[config.mk]
export PLATFORM = sky130hd
export DESIGN_NAME = nibble_serial_adder
export DESIGN_NICKNAME = d
export VERILOG_FILES = /design/src/rtl/nibble_adder_pkg.sv /design/src/rtl/nibble_cla.sv /design/src/rtl/nibble_serial_adder.sv
export SDC_FILE = /design/constraint.sdc
export NUM_CORES = 1
export LEC_CHECK = 0
export ABC_AREA = 1
export CAP_MARGIN = 40
export CORE_UTILIZATION = 35
export CTS_CLUSTER_SIZE = 16
export DETAILED_ROUTE_END_ITERATION = 7
export HOLD_SLACK_MARGIN = 0.03
export SYNTH_ARGS = -nofsm -noshare
export SYNTH_HDL_FRONTEND = slang
export SYNTH_SLANG_ARGS = --single-unit
[constraint.sdc]
create_clock -name clk -period 2 [get_ports clk]
set_input_delay 0.3 -clock clk [delete_from_list [all_inputs] [get_ports clk]]
set_output_delay 0.3 -clock clk [all_outputs]
set_load 0.005 [all_outputs]
[src/rtl/nibble_adder_pkg.sv]
// Shared types and constants for the nibble-serial adder and its CLA slice.

package nibble_adder_pkg;

  localparam int unsigned NIBBLE_W = 4;

  typedef enum logic [1:0] {
    StIdle = 2'd0,
    StRun  = 2'd1,
    StDone = 2'd2
  } state_e;

endpackage

[src/rtl/nibble_cla.sv]
// Purely combinational 4-bit carry-lookahead adder slice.

module nibble_cla (
  input  logic [3:0] a,
  input  logic [3:0] b,
  input  logic       ci,
  output logic [3:0] s,
  output logic       co
);

  logic [3:0] g;
  logic [3:0] p;
  logic [3:0] c;

  assign g = a & b;
  assign p = a ^ b;

  // Every carry is flattened from g/p/ci so no carry ripples through the slice.
  assign c[0] = ci;
  assign c[1] = g[0] | (p[0] & ci);
  assign c[2] = g[1] | (p[1] & g[0]) | (p[1] & p[0] & ci);
  assign c[3] = g[2] | (p[2] & g[1]) | (p[2] & p[1] & g[0]) | (p[2] & p[1] & p[0] & ci);
  assign co   = g[3] | (p[3] & g[2]) | (p[3] & p[2] & g[1]) | (p[3] & p[2] & p[1] & g[0]) |
                (p[3] & p[2] & p[1] & p[0] & ci);

  assign s = p ^ c;

endmodule

[src/rtl/nibble_serial_adder.sv]
// WIDTH-bit adder sequencing one 4-bit CLA slice, one nibble per clock, LSB first.
// Define ADDSUB_EN to add the sub port and A - B support.

module nibble_serial_adder
  import nibble_adder_pkg::*;
#(
  parameter int unsigned WIDTH = 16
) (
  input  logic             clk,
  input  logic             rst_n,
  input  logic             start,
  input  logic [WIDTH-1:0] a,
  input  logic [WIDTH-1:0] b,
  input  logic             cin,
`ifdef ADDSUB_EN
  input  logic             sub,
`endif
  output logic             busy,
  output logic             done,
  output logic [WIDTH-1:0] sum,
  output logic             cout,
  output logic             ovf
);

  localparam int unsigned NIBBLES = WIDTH / NIBBLE_W;
  localparam int unsigned CntW    = $clog2(NIBBLES);
  localparam logic [CntW-1:0] LastCnt = CntW'(NIBBLES - 1);

  state_e           state_q, state_d;
  logic [CntW-1:0]  cnt_q, cnt_d;
  logic [WIDTH-1:0] a_q, a_d;
  logic [WIDTH-1:0] b_q, b_d;
  logic [WIDTH-1:0] sum_q, sum_d;
  logic             carry_q, carry_d;
  logic             cout_q, cout_d;
  logic             ovf_q, ovf_d;

  logic [WIDTH-1:0]    b_load;
  logic                carry_load;
  logic [NIBBLE_W-1:0] slice_s;
  logic                slice_co;

`ifdef ADDSUB_EN
  // Subtraction is A + ~B + 1; cin is ignored in that mode.
  assign b_load     = sub ? ~b : b;
  assign carry_load = sub | cin;
`else
  assign b_load     = b;
  assign carry_load = cin;
`endif

  nibble_cla u_cla (
    .a  (a_q[NIBBLE_W-1:0]),
    .b  (b_q[NIBBLE_W-1:0]),
    .ci (carry_q),
    .s  (slice_s),
    .co (slice_co)
  );

  always_comb begin
    state_d = state_q;
    cnt_d   = cnt_q;
    a_d     = a_q;
    b_d     = b_q;
    sum_d   = sum_q;
    carry_d = carry_q;
    cout_d  = cout_q;
    ovf_d   = ovf_q;

    unique case (state_q)
      StIdle: begin
        if (start) begin
          a_d     = a;
          b_d     = b_load;
          carry_d = carry_load;
          cnt_d   = '0;
          sum_d   = '0;
          cout_d  = 1'b0;
          ovf_d   = 1'b0;
          state_d = StRun;
        end
      end
      StRun: begin
        // Operands shift right so the active nibble is always in the low bits.
        a_d     = a_q >> NIBBLE_W;
        b_d     = b_q >> NIBBLE_W;
        sum_d[cnt_q*NIBBLE_W +: NIBBLE_W] = slice_s;
        carry_d = slice_co;
        cnt_d   = cnt_q + 1'b1;
        if (cnt_q == LastCnt) begin
          cnt_d   = '0;
          cout_d  = slice_co;
          ovf_d   = (a_q[NIBBLE_W-1] == b_q[NIBBLE_W-1]) &&
                    (slice_s[NIBBLE_W-1] != a_q[NIBBLE_W-1]);
          state_d = StDone;
        end
      end
      StDone: begin
        state_d = StIdle;
      end
      default: begin
        state_d = StIdle;
      end
    endcase
  end

  always_ff @(posedge clk or negedge rst_n) begin
    if (!rst_n) begin
      state_q <= StIdle;
      cnt_q   <= '0;
      a_q     <= '0;
      b_q     <= '0;
      sum_q   <= '0;
      carry_q <= 1'b0;
      cout_q  <= 1'b0;
      ovf_q   <= 1'b0;
    end else begin
      state_q <= state_d;
      cnt_q   <= cnt_d;
      a_q     <= a_d;
      b_q     <= b_d;
      sum_q   <= sum_d;
      carry_q <= carry_d;
      cout_q  <= cout_d;
      ovf_q   <= ovf_d;
    end
  end

  assign busy = (state_q == StRun);
  assign done = (state_q == StDone);
  assign sum  = sum_q;
  assign cout = cout_q;
  assign ovf  = ovf_q;

endmodule

Word-level counts from Yosys, hierarchy flattened
Cells that the tools add are included.
{"block": "word_totals", "regBits": 55, "inputBits": 36, "out_inout_bits": 20, "wordCells": 74}
{"block": "classes", "n_addsub": 2, "n_eq_ne": 7, "shifts": 2, "muxes": 20, "n_bitwise": 29, "n_reduce_logical": 6}
{"operator": "$pmux 16 s2", "n": 3}
{"operator": "$mux 16", "n": 3}
{"operator": "$neg 4->34", "n": 1}
{"operator": "$shift 4x34->16 const A", "n": 1}
{"operator": "$shiftx 4x34->16", "n": 1}
{"operator": "$and 1x1->1", "n": 16}
{"operator": "$bwmux 16", "n": 1}
{"operator": "$or 1x1->1", "n": 10}
{"operator": "$mux 2", "n": 4}
{"operator": "$pmux 2 s2", "n": 2}
{"operator": "$xor 4x4->4", "n": 2}
{"operator": "$pmux 1 s2", "n": 3}
{"operator": "$and 4x4->4", "n": 1}
{"operator": "$eq 2x2->1 const B", "n": 2}
{"operator": "$mux 1", "n": 4}
{"operator": "$reduce_and 2->1", "n": 2}
{"operator": "$reduce_and 3->1", "n": 1}
{"operator": "$add 2x1->2 const B", "n": 1}
{"operator": "$eq 2x1->1 const B", "n": 1}
{"operator": "$logic_not 2->1", "n": 1}
{"operator": "$ne 2x1->1 const B", "n": 1}
{"operator": "$ne 2x2->1 const B", "n": 1}
{"operator": "$reduce_bool 2->1", "n": 1}
{"operator": "$eq 1x1->1", "n": 1}
{"operator": "other kinds (2)", "n": 2}

Longest topological paths before layout
Gate-level depths: netlist (run 1).
{"block": "depth", "word_depth": 10, "mapped_depth": 10}

Hierarchy
From an unflattened synthesis (run 1), not the netlist that was laid out.
{"block": "unflattened", "cells_unflattened": 326, "hier_area_um2": 2748.9}
{"mod": "nibble_serial_adder", "instances": 1, "cells_each": 295, "area_each_um2": 2560.0, "seq_area_each_um2": 1376.3}
{"mod": "nibble_cla", "instances": 1, "cells_each": 31, "area_each_um2": 188.9, "seq_area_each_um2": 0.0}

Least setup slack after synthesis (run 1)
OpenSTA, ideal clock, no wires.
{"block": "synth_timing", "path_kind": "register to register", "from": "reg cnt_q[0]", "to": "reg sum_q[2] (netlist: sum[2])", "setup_ps": 134, "arrival_ps": 1339, "setup_slack_ps": 527, "path_stages_with_launch": 6, "cell_sequence": "dfrtp_1 -> inv_1 -> ha_1 -> inv_1 -> o21ai_0 -> o22ai_1"}
{"block": "synth_via", "elab_chain_len": 4}
{"item": "from (decl)", "line": "nibble_serial_adder.sv:30", "text": "logic [CntW-1:0] cnt_q, cnt_d;"}
{"item": "from (signal assigned)", "line": "nibble_serial_adder.sv:119", "text": "cnt_q <= cnt_d;"}
{"item": "$neg 4->34 *", "line": "nibble_serial_adder.sv:87", "text": "sum_d[cnt_q*NIBBLE_W +: NIBBLE_W] = slice_s;"}
{"item": "$shiftx 4x34->16 or $shift 4x34->16 (tied branches)", "line": "nibble_serial_adder.sv:87"}
{"item": "$bwmux 16 *", "line": "nibble_serial_adder.sv:87"}
{"item": "$pmux 16 s2 *", "line": "nibble_serial_adder.sv:70", "text": "unique case (state_q)"}
{"item": "to (signal assigned)", "line": "nibble_serial_adder.sv:122", "text": "sum_q <= sum_d;"}
{"item": "to (decl)", "line": "nibble_serial_adder.sv:33", "text": "logic [WIDTH-1:0] sum_q, sum_d;"}
Every way passes the cells marked *; elsewhere a longest branch is shown, timed or not.
A chain may end at the register's enable or synchronous reset.

Worst setup path in the final report (run 1)
{"block": "layout_timing", "from": "reg state_q[0]", "to": "out busy"}
{"block": "layout_via", "elab_chain_len": 1}
{"item": "from (decl)", "line": "nibble_serial_adder.sv:29", "text": "state_e state_q, state_d;"}
{"item": "from (signal assigned)", "line": "nibble_serial_adder.sv:109", "text": "state_q <= StIdle;"}
{"item": "from (signal assigned)", "line": "nibble_serial_adder.sv:118", "text": "state_q <= state_d;"}
{"item": "$eq 2x1->1", "line": "nibble_serial_adder.sv:129", "text": "assign busy = (state_q == StRun);"}
{"item": "to (decl)", "line": "nibble_serial_adder.sv:18", "text": "output logic busy,"}
Every way passes these cells.

==> impl_metrics.sql, run 1 <==
INSERT INTO impl_metrics (metric_group, metric, value, unit) VALUES
('sta', 'timing.final.setup_violations', '0', ''),
('power_and_ir_drop', 'cellInternalPower', '3125', 'uW'),
('detailed_routing', 'drc_errors', '0', ''),
('synthesis', 'ys_dominant_reg_cell', 'dfrtp_1', ''),
('global_routing', 'grt_first_pass_wirelength', '10270', 'um'),
('synthesis', 'synth_cell_type_count', '27', ''),
('layout', 'finish.instance_area', '3443', 'um^2'),
('layout', 'most-common-layout-cells', 'dfrtp_1 (55), clkdlybuf4s50_1 (54), inv_1 (45), nand2_1 (34), nor2_1 (32)', ''),
('status', 'run_status', 'complete, no violations', ''),
('power_and_ir_drop', 'pwr-share-clk', '14.4', '%'),
('synthesis', 'synth_async_sr_flop_share', '100.0', '%'),
('layout', 'area_growth_syn_to_layout', '31.17', '%'),
('layout', 'insertedDiodeCount', '0', ''),
('sta', 'fmaxAchievable', '0.5543', 'GHz'),
('global_routing', 'groute.usage.overall', '17.15', '%'),
('power_and_ir_drop', 'leakagePower', '0.001590', 'uW'),
('clocking', 'cts_resized', '0', ''),
('synthesis', 'synthesis.instances', '297', ''),
('worst_setup_path', 'critPathRequiredTime', '1.70', 'ns'),
('worst_setup_path', 'cp_max_fo', '10', ''),
('layout', 'stdcell_count', '455', ''),
('power_and_ir_drop', 'switching_power_of_the_nets', '2274', 'uW'),
('worst_setup_path', 'crit_arrival', '1.50', 'ns'),
('clocking', 'cts_inserted_buffers', '5', ''),
('clocking', 'ctsHtreeMaxLevel', '2', ''),
('place', 'place_hpwl', '4274', 'um'),
('detailed_routing', 'drt-total-wl', '6115', 'um'),
('place', 'port_buffer_count', '55', ''),
('synthesis', 'avgSynthCellArea', '8.838', 'um^2'),
('clocking', 'cts_tree', 'yes', ''),
('sta', 'timing.hold.ws', '0.4908', 'ns'),
('clocking', 'clock_insertion_delay_worst_skew', '0.31', 'ns'),
('synthesis', 'synth-seq-cells', '55', ''),
('sta', 'rsz0062_at_grt', 'false', ''),
('die', 'io_pins', '56', ''),
('die', 'dieArea', '7850', 'um^2'),
('synthesis', 'synth.cell_area', '2625', 'um^2'),
('synthesis', 'ys.warnings.count', '0', ''),
('sta', 'max_slew_margin', '69.44', '%'),
('sta', 'fin_setup_tns', '0', 'ns'),
('sta', 'period_needed', '1.804', 'ns'),
('power_and_ir_drop', 'fraction_of_power_consumed_by_combinational_cells', '50.8', '%'),
('sta', 'clock-skew-final', '0.01040', 'ns'),
('clocking', 'clock_path_buffers', '2', ''),
('detailed_routing', 'drtIter0Drc', '106', ''),
('global_routing', 'remaining_global_route_overflow', '0', ''),
('worst_setup_path', 'setup.worst_path.class', 'reg -> out', ''),
('global_routing', 'maximum_number_of_pins_on_one_net_before_global_route_repair', '56', ''),
('detailed_routing', 'firstDrtPassIters', '4', ''),
('hold_path', 'min_path_type', 'reg -> reg', ''),
('detailed_routing', 'route.detailed.wl_per_inst', '13.44', 'um'),
('sta', 'timing_worst_slew_pin_value', '0.4536', 'ns'),
('job', 'max_cap_viol_count', '0', ''),
('global_routing', 'grt_pass1_vias', '2081', ''),
('die', 'die-height', '88.60', 'um'),
('layout', 'layout.cells.most_common', 'dfrtp_1', ''),
('layout', 'finalCoreUtilization', '47.47', '%'),
('detailed_routing', 'detailroute.via_count', '2151', ''),
('sta', 'timing.final.max_slew_violations', '0', ''),
('power_and_ir_drop', 'seqPwrFrac', '34.8', '%'),
('synthesis', 'ys_seq_area_share', '52.43', '%'),
('clocking', 'root_buffer', 'clkbuf_8', ''),
('global_routing', 'grt_antenna_before_repair', '0', ''),
('sta', 'finalHoldViolations', '0', ''),
('place', 'place_area', '3304', 'um^2'),
('die', 'effective_utilization_at_floorplan', '36.19', '%'),
('detailed_routing', 'ant_nets_after_route', '0', ''),
('detailed_routing', 'viasPerCell', '4.727', ''),
('worst_setup_path', 'crit_path_end_kind', 'primary output', ''),
('layout', 'layout_cell_share_with_drive_strength_beyond_1', '7.303', '%'),
('power_and_ir_drop', 'switching_share', '42.12', '%');
[synthesized netlist by cell type, drive strengths merged (2+ instances only)]
| cell | instances | area share [%] |
|---|---|---|
| inv | 49 | 7.0 |
| a32o | 2 | 0.76 |
| nor3 | 2 | 0.57 |
| nand2 | 35 | 5.1 |
| o31ai | 2 | 0.57 |
| ha | 9 | 4.3 |
| buf | 8 | 1.7 |
| o22ai | 28 | 6.7 |
| a21oi | 24 | 4.6 |
| nor2 | 35 | 5.7 |
| xor2 | 3 | 1.0 |
| nand4 | 3 | 0.95 |
| o21ai | 17 | 3.2 |
| nand3 | 18 | 3.4 |
| dfrtp | 55 | 52 |
| clkbuf | 4 | 0.57 |
[state kept, by name, indices dropped and copies added, names as in the netlist]
name	flops
ovf	1
carry_q	1
state_q	2
cout	1
sum	16
cnt_q	2
a_q	16
b_q	16
[what timing repair did]
item,CTS,global route
setup buffers,1,0
setup endpoints to repair,1,0
hold endpoints to repair,55,0
hold buffers,1,0
[path summary, 6_finish.rpt]
path,start,to,cells past startpoint
hold reg to reg,sum[4]$_DFFE_PN0P_,sum[4]$_DFFE_PN0P_,2
hold / removal,sum[4]$_DFFE_PN0P_,sum[4]$_DFFE_PN0P_,2
min in group asynchronous,rst_n,a_q[4]$_DFFE_PN0P_,3
setup / recovery,state_q[0]$_DFFE_PN0P_,busy,3
max in group asynchronous,rst_n,sum[11]$_DFFE_PN0P_,3
setup reg to reg,cnt_q[0]$_DFFE_PN0P_,sum[0]$_DFFE_PN0P_,5
[worst max-delay path, cell delays in order (launching register included)]
cell and delay [ns]:
dfrtp_1 0.41, inv_2 0.13, nor2_4 0.16, clkdlybuf4s50_1 0.51
[layout make-up]
type                            instances  area (um^2)  area share [%]
Timing Repair Buffer                   63        633.1           18.39
Clock buffer                            6        82.58           2.398
Inverter                               49        183.9           5.342
Tap cell                               99        123.9           3.597
Sequential cell                        55         1376           39.97
Clock inverter                          2        38.79           1.126
Multi-Input combinational cell        181         1005           29.18
[power groups by stage]
| stage | Combinational, uW | Clock [uW] | Sequential (uW) |
|---|---|---|---|
| 2_1_floorplan | 1880 | 0 | 1820 |
| 3_3_place_gp | 2700 | 0 | 1890 |
| 3_5_place_dp | 2720 | 0 | 1900 |
| 4_1_cts | 2760 | 800 | 1880 |
| 5_1_grt | 3160 | 834 | 1940 |
| 6_report | 2740 | 777 | 1880 |
[stage by stage]
stage | setup WS, ns | power, uW
floorplan | 0.5269 | 3701
global placement | 0.3022 | 4582
detailed placement | 0.2467 | 4620
CTS | 0.1771 | 5439
global route | 0.002895 | 5930
finish | 0.1959 | 5399
[routing by layer]
layer	track usage, %	share of wire, %
met1	24.18	49
met2	27.83	46
met3	2.985	3.8
met4	3.519	0.59
met5	0	0
[logic make-up (layout without fill, tap and decap cells)]
logic type	count (synthesis)	count (layout)	synth area share, %
compound gates	74	74	16.16
xor+xnor	4	4	1.335
buf+inv	61	120	9.294
flops	55	55	52.43
simple gates	93	93	15.73
fa+ha+maj	10	10	5.053
No activity file was read; power rests on OpenSTA's default activity.
==> inputs of run 2 (changes only) <==
CAP_MARGIN = default   (was 40)
TNS_END_PERCENT = 10   (was default)
==> results of run 2 <==
Final layout, timing and power as in run 1 (identical DEF).
